[src/rtl/rtc_calendar_counter.sv]
// Real-time clock/calendar with 1 Hz prescaler, leap-year day counts and a
// two-button set-mode FSM. Define RTC_BLINK_EN to blink the field being edited.
module rtc_calendar_counter #(
  parameter int unsigned CLK_FREQ      = 50_000_000,
  parameter int unsigned BLINK_DIV     = CLK_FREQ / 4,
  parameter logic [6:0]  RESET_YEAR_TH = 7'd20
) (
  input  logic       clk,
  input  logic       rst,
  input  logic       btn_mode,
  input  logic       btn_inc,
  output logic [5:0] cnt_s,
  output logic [5:0] cnt_mi,
  output logic [5:0] cnt_h,
  output logic [5:0] cnt_d,
  output logic [5:0] cnt_mo,
  output logic [6:0] cnt_y_ten_unit,
  output logic [6:0] cnt_y_thousand_hundred,
  output logic       enable_s,
  output logic       enable_mi,
  output logic       enable_h,
  output logic       enable_d,
  output logic       enable_mo,
  output logic       enable_y,
  output logic       tick_1hz
);

  localparam int unsigned PW = (CLK_FREQ > 1) ? $clog2(CLK_FREQ) : 1;
  localparam logic [PW-1:0] PRE_MAX = PW'(CLK_FREQ - 1);

  typedef enum logic [2:0] {RUN, SET_Y, SET_MO, SET_D, SET_H, SET_MI, SET_S} state_t;

  state_t        state_q, state_d;
  logic [PW-1:0] pre_q, pre_d;
  logic          tick_q, tick_d;
  logic [5:0]    s_q, s_d, mi_q, mi_d, h_q, h_d, d_q, d_d, mo_q, mo_d;
  logic [6:0]    tu_q, tu_d, th_q, th_d;
  logic [5:0]    dim_q, dim_new;

  // Year-div-100 multiple of 4 covers the centuries; otherwise TU decides.
  function automatic logic [5:0] days_in_month(input logic [5:0] mo,
                                               input logic [6:0] tu,
                                               input logic [6:0] th);
    logic leap;
    leap = (tu != 7'd0) ? (tu[1:0] == 2'b00) : (th[1:0] == 2'b00);
    case (mo)
      6'd2:                     return leap ? 6'd29 : 6'd28;
      6'd4, 6'd6, 6'd9, 6'd11:  return 6'd30;
      default:                  return 6'd31;
    endcase
  endfunction

  function automatic logic [13:0] year_inc(input logic [6:0] th, input logic [6:0] tu);
    if (tu != 7'd99)      return {th, tu + 7'd1};
    else if (th != 7'd99) return {th + 7'd1, 7'd0};
    else                  return '0;
  endfunction

  always_comb begin
    state_d = state_q;
    pre_d   = pre_q;
    tick_d  = 1'b0;
    s_d  = s_q;  mi_d = mi_q; h_d  = h_q;
    d_d  = d_q;  mo_d = mo_q; tu_d = tu_q; th_d = th_q;
    dim_q   = days_in_month(mo_q, tu_q, th_q);
    dim_new = dim_q;

    if (state_q == RUN) begin
      if (pre_q == PRE_MAX) begin
        pre_d  = '0;
        tick_d = 1'b1;
        if (s_q != 6'd59) s_d = s_q + 6'd1;
        else begin
          s_d = '0;
          if (mi_q != 6'd59) mi_d = mi_q + 6'd1;
          else begin
            mi_d = '0;
            if (h_q != 6'd23) h_d = h_q + 6'd1;
            else begin
              h_d = '0;
              if (d_q != dim_q) d_d = d_q + 6'd1;
              else begin
                d_d = 6'd1;
                if (mo_q != 6'd12) mo_d = mo_q + 6'd1;
                else begin
                  mo_d         = 6'd1;
                  {th_d, tu_d} = year_inc(th_q, tu_q);
                end
              end
            end
          end
        end
      end else begin
        pre_d = pre_q + PW'(1);
      end
    end

    // btn_mode takes priority; a coincident btn_inc is dropped.
    if (btn_mode) begin
      case (state_q)
        RUN:     state_d = SET_Y;
        SET_Y:   state_d = SET_MO;
        SET_MO:  state_d = SET_D;
        SET_D:   state_d = SET_H;
        SET_H:   state_d = SET_MI;
        SET_MI:  state_d = SET_S;
        default: begin state_d = RUN; pre_d = '0; end
      endcase
    end else if (btn_inc) begin
      case (state_q)
        SET_Y: begin
          {th_d, tu_d} = year_inc(th_q, tu_q);
          dim_new      = days_in_month(mo_q, tu_d, th_d);
          if (d_q > dim_new) d_d = dim_new;
        end
        SET_MO: begin
          mo_d    = (mo_q == 6'd12) ? 6'd1 : mo_q + 6'd1;
          dim_new = days_in_month(mo_d, tu_q, th_q);
          if (d_q > dim_new) d_d = dim_new;
        end
        SET_D:   d_d  = (d_q >= dim_q) ? 6'd1 : d_q + 6'd1;
        SET_H:   h_d  = (h_q == 6'd23) ? '0 : h_q + 6'd1;
        SET_MI:  mi_d = (mi_q == 6'd59) ? '0 : mi_q + 6'd1;
        SET_S:   s_d  = (s_q == 6'd59) ? '0 : s_q + 6'd1;
        default: ;
      endcase
    end
  end

  always_ff @(posedge clk or posedge rst) begin
    if (rst) begin
      state_q <= RUN;
      pre_q   <= '0;
      tick_q  <= 1'b0;
      s_q  <= '0;   mi_q <= '0;   h_q  <= '0;
      d_q  <= 6'd1; mo_q <= 6'd1;
      tu_q <= '0;   th_q <= RESET_YEAR_TH;
    end else begin
      state_q <= state_d;
      pre_q   <= pre_d;
      tick_q  <= tick_d;
      s_q  <= s_d;  mi_q <= mi_d; h_q  <= h_d;
      d_q  <= d_d;  mo_q <= mo_d;
      tu_q <= tu_d; th_q <= th_d;
    end
  end

  assign cnt_s                  = s_q;
  assign cnt_mi                 = mi_q;
  assign cnt_h                  = h_q;
  assign cnt_d                  = d_q;
  assign cnt_mo                 = mo_q;
  assign cnt_y_ten_unit         = tu_q;
  assign cnt_y_thousand_hundred = th_q;
  assign tick_1hz               = tick_q;

`ifdef RTC_BLINK_EN
  localparam int unsigned BW = (BLINK_DIV > 1) ? $clog2(BLINK_DIV) : 1;

  logic [BW-1:0] blink_cnt_q, blink_cnt_d;
  logic          blink_q, blink_d;
  logic [5:0]    en_q, en_d;

  // Enables are computed from next-state values so the flop output lines up
  // with the state it belongs to.
  always_comb begin
    blink_cnt_d = '0;
    blink_d     = 1'b0;
    if (state_d != RUN && state_d == state_q) begin
      if (blink_cnt_q == BW'(BLINK_DIV - 1)) begin
        blink_cnt_d = '0;
        blink_d     = ~blink_q;
      end else begin
        blink_cnt_d = blink_cnt_q + BW'(1);
        blink_d     = blink_q;
      end
    end
    en_d = '1;
    case (state_d)
      SET_Y:   en_d[5] = ~blink_d;
      SET_MO:  en_d[4] = ~blink_d;
      SET_D:   en_d[3] = ~blink_d;
      SET_H:   en_d[2] = ~blink_d;
      SET_MI:  en_d[1] = ~blink_d;
      SET_S:   en_d[0] = ~blink_d;
      default: ;
    endcase
  end

  always_ff @(posedge clk or posedge rst) begin
    if (rst) begin
      blink_cnt_q <= '0;
      blink_q     <= 1'b0;
      en_q        <= '1;
    end else begin
      blink_cnt_q <= blink_cnt_d;
      blink_q     <= blink_d;
      en_q        <= en_d;
    end
  end

  assign {enable_y, enable_mo, enable_d, enable_h, enable_mi, enable_s} = en_q;
`else
  logic unused_blink_cfg;
  assign unused_blink_cfg = ^BLINK_DIV;
  assign {enable_y, enable_mo, enable_d, enable_h, enable_mi, enable_s} = '1;
`endif

endmodule
[config.mk]
export PLATFORM = sky130hd
export DESIGN_NAME = rtc_calendar_counter
export DESIGN_NICKNAME = d
export VERILOG_FILES = /design/src/rtl/rtc_calendar_counter.sv
export SDC_FILE = /design/constraint.sdc
export NUM_CORES = 1
export LEC_CHECK = 0
export ABC_AREA = 0
export CAP_MARGIN = 10
export CORE_MARGIN = 5
export CORE_UTILIZATION = 45
export CTS_CLUSTER_DIAMETER = 50
export DETAILED_ROUTE_END_ITERATION = 8
export HOLD_SLACK_MARGIN = 0.08
export PLACE_DENSITY = 0.66
export SYNTH_ARGS = -nofsm -noshare
export SYNTH_HDL_FRONTEND = slang
export SYNTH_SLANG_ARGS = --single-unit
export TNS_END_PERCENT = 20
[constraint.sdc]
create_clock -name clk -period 4.8 [get_ports clk]
set_input_delay 1.44 -clock clk [delete_from_list [all_inputs] [get_ports clk]]
set_output_delay 1.44 -clock clk [all_outputs]
set_load 0.005 [all_outputs]
==> reports/results.ini <==
[synthesis]
synthFlopType=dfrtp_1
synthTopCellsByCount=dfrtp_1 (70), nor2_1 (52), nand2_1 (47)
synth_area_leader_cell=dfrtp_1
synth_top_area_share_pct=37.7
async_flop_share_pct=100
synth_cell_type_count=62
synth_edf_count=0
ys_seq_area_share_pct=40.0
syn_area_um2=4640
syn_avg_cell_area_um2=9.05
yosys_warnings=0
yosysMostFrequentCell=dfrtp_1
ys_top_cells_by_area=dfrtp_1 (38%), ha_1 (5.1%), xor2_1 (4.3%), nor2_1 (4.2%), nand2_1 (3.8%)
synthCells=513
synth_seq_cells=74

[status]
status=complete, no violations

[clock_network]
cts_root_buf=clkbuf_8
cts-buffers-inserted=9
cts.sinks=74
clock_path_buffers=2
clkLatencyLatePin_ns=0.34
post_cts.repair.setup_buffers=0
postCtsHoldBufs=0
post_cts_resized=0
cts_tree=done
htreeDepth=3
path_clk_slew_ns=0.08

[final_layout]
fin_nets=579
ff_latch_area_um2=1860
drive_above_1_share_pct=8.38
syn2layout_area_growth_pct=16.5
fin_area_um2=5410
fillCellCount=954
antenna_cells=0
multi_input_area_um2=2620

[floorplan]
dieArea_um2=12400
io_pins=55
rows=37
die-height_um=112
core-area_um2=10200
start_util_pct=45.6
die_w_um=112

[global_routing]
antenna_found_initial=0
overflow=0
track_usage_pct=17.1
grt_pass1_wl_um=17900
grt_max_degree=30
first_global_vias=3764

[sta]
fin_crit_sh_pct=71.0
setup_viol=0
hold_viol=0
slew_viol_final=0
maxSlewHeadroom_pct=42.4
worstMarginPinSlew_ns=0.856
skew_ns=0.0119
period_needed_ns=3.41
setup_tns_ns=0
rsz0062_at_grt=no
max_freq_mhz=293

[power_and_ir_drop]
p_seq_share_pct=44.1
powerDensity_nw_per_um2=439
peakVddDrop_uv=277
combPwrFrac_pct=35.5
leakagePower_uw=0.00227
p_int_uw=1460
switching_power_uw=916
power.total_uw=2380
pwr-share-clk_pct=20.4
p_sw_share_pct=38.6

[detailed_routing]
drt-total-wl_um=10400
vias=3914
avgViaCountPerCell=5.62
wl_per_cell_um=14.9
drtPass1Iterations=5
ant_nets=0
drc=0
drt_iter0_drc=208

[critical_path]
critPathMaxFanout=19
required_ns=5.03
startpoint_type=register
crit_type=register to register
path_delay_family=simple AND/OR/NAND/NOR gates
cp-end-kind=register
crit_buf_inv=0
crit_path_top_delay_cell=or4_1
arrival_ns=3.64
path_cells=or4_1, o31ai_1, a22oi_1, ha_1, nand4_1, nor3_1, a31oi_4, nor2b_1, mux2_2
critPathMaxStageDelay_ns=0.56

[placement]
globalplace.congestion=0.884
placed_area_um2=5220
io_buffers=48
hpwl_um=7550

[min_path]
hold_class=register to register

[job]
maxCapViolations=0

-- kinds of logic (layout without fill, tap and decap cells) --
| logic type | count (synthesis) | count (layout) | synth area share, % |
|---|---|---|---|
| fa+ha+maj | 19 | 19 | 5.12 |
| xor+xnor | 34 | 34 | 6.41 |
| mux | 11 | 11 | 2.61 |
| compound gates | 107 | 107 | 15.6 |
| buf+inv | 43 | 86 | 3.96 |
| flops | 74 | 74 | 40.0 |
| simple gates | 224 | 224 | 26.2 |
| other cells | 1 | 6 | 0.0808 |
-- final cells by class --
type                       count  share of cell area, %
clock buffer                  10                   2.36
clock inverter                 6                   1.20
inverter                      20                   1.39
multi-input combinational    401                   48.4
sequential                    74                   34.3
tap                          136                   3.15
timing repair buffer          50                   9.16
-- routing by layer --
layer  track usage [%]  vias up  part of all wire [%]
met5                 0        -                     0
met2              25.1      128                    43
li1                  -     1931                     -
met1              25.3     1845                    50
met4              5.43        0                  0.93
met3              3.64       10                   5.9
-- placed cells by master, fill, tap and decap left out, types with 5 or more instances in the layout --
cell,Yosys,final
dfrtp_1,70,70
nor2_1,52,52
clkdlybuf4s50_1,0,48
nand2_1,47,47
o21ai_0,32,32
nand3_1,23,23
xor2_1,23,23
inv_1,20,19
ha_1,19,19
a21oi_1,14,14
nand4_1,13,13
o31ai_1,11,11
xnor2_1,11,11
nor3_1,11,11
nand2b_1,10,10
nor2b_1,9,9
mux2_2,9,9
clkbuf_8,0,9
and3_1,7,7
and2_1,7,7
or2_2,6,6
conb_1,1,6
o22ai_1,5,5
nor4_1,5,5
and4_1,5,5
o31a_1,5,5
-- through the flow --
stage	setup WS, ns	hold slack [ns]	std cells	utilization (%)
floorplan	1.49	0.491	518	-
finish	1.39	0.516	697	53.1
global placement	1.46	0.510	681	51.2
CTS	1.38	0.525	697	53.1
global route	1.08	0.551	697	53.1
detailed placement	1.38	0.514	681	51.2
-- worst register-to-register path: stages (launching register included) --
cell and delay, ns:
dfrtp_1 0.46, or4_1 0.56, o31ai_1 0.31, a22oi_1 0.13, ha_1 0.33, nand4_1 0.26
nor3_1 0.35, a31oi_4 0.26, nor2b_1 0.27, mux2_2 0.37
-- sequential cells by signal, summed over array words and instances (netlist names) --
| signal | flops |
|---|---|
| cnt_mi | 6 |
| tick_1hz | 1 |
| cnt_mo | 6 |
| cnt_h | 6 |
| cnt_s | 6 |
| cnt_y_ten_unit | 7 |
| state_q | 3 |
| cnt_y_thousand_hundred | 7 |
| cnt_d | 6 |
| pre_q | 26 |
-- power groups by stage --
| stage | sequential [uW] | combinational (uW) | clock, uW |
|---|---|---|---|
| CTS | 1040 | 848 | 502 |
| global route | 1090 | 946 | 526 |
| floorplan | 962 | 598 | 0 |
| detailed placement | 1050 | 842 | 0 |
| finish | 1050 | 843 | 484 |
| global placement | 1040 | 824 | 0 |
-- worst paths after layout --
path	from	to	slack (ns)	cells past startpoint
worst max register to register	cnt_y_ten_unit[3]	cnt_y_thousand_hundred[1]	1.39	9
worst min register to register	cnt_h[5]	cnt_h[5]	0.52	1
worst max-delay path	cnt_y_ten_unit[3]	cnt_y_thousand_hundred[1]	1.39	9
min in group asynchronous	rst	cnt_y_thousand_hundred[3]	1.47	2
max in group asynchronous	rst	cnt_d[0]	2.49	3
worst min-delay path	cnt_h[5]	cnt_h[5]	0.52	1
Note: power is estimated with default switching activity, not from simulation.
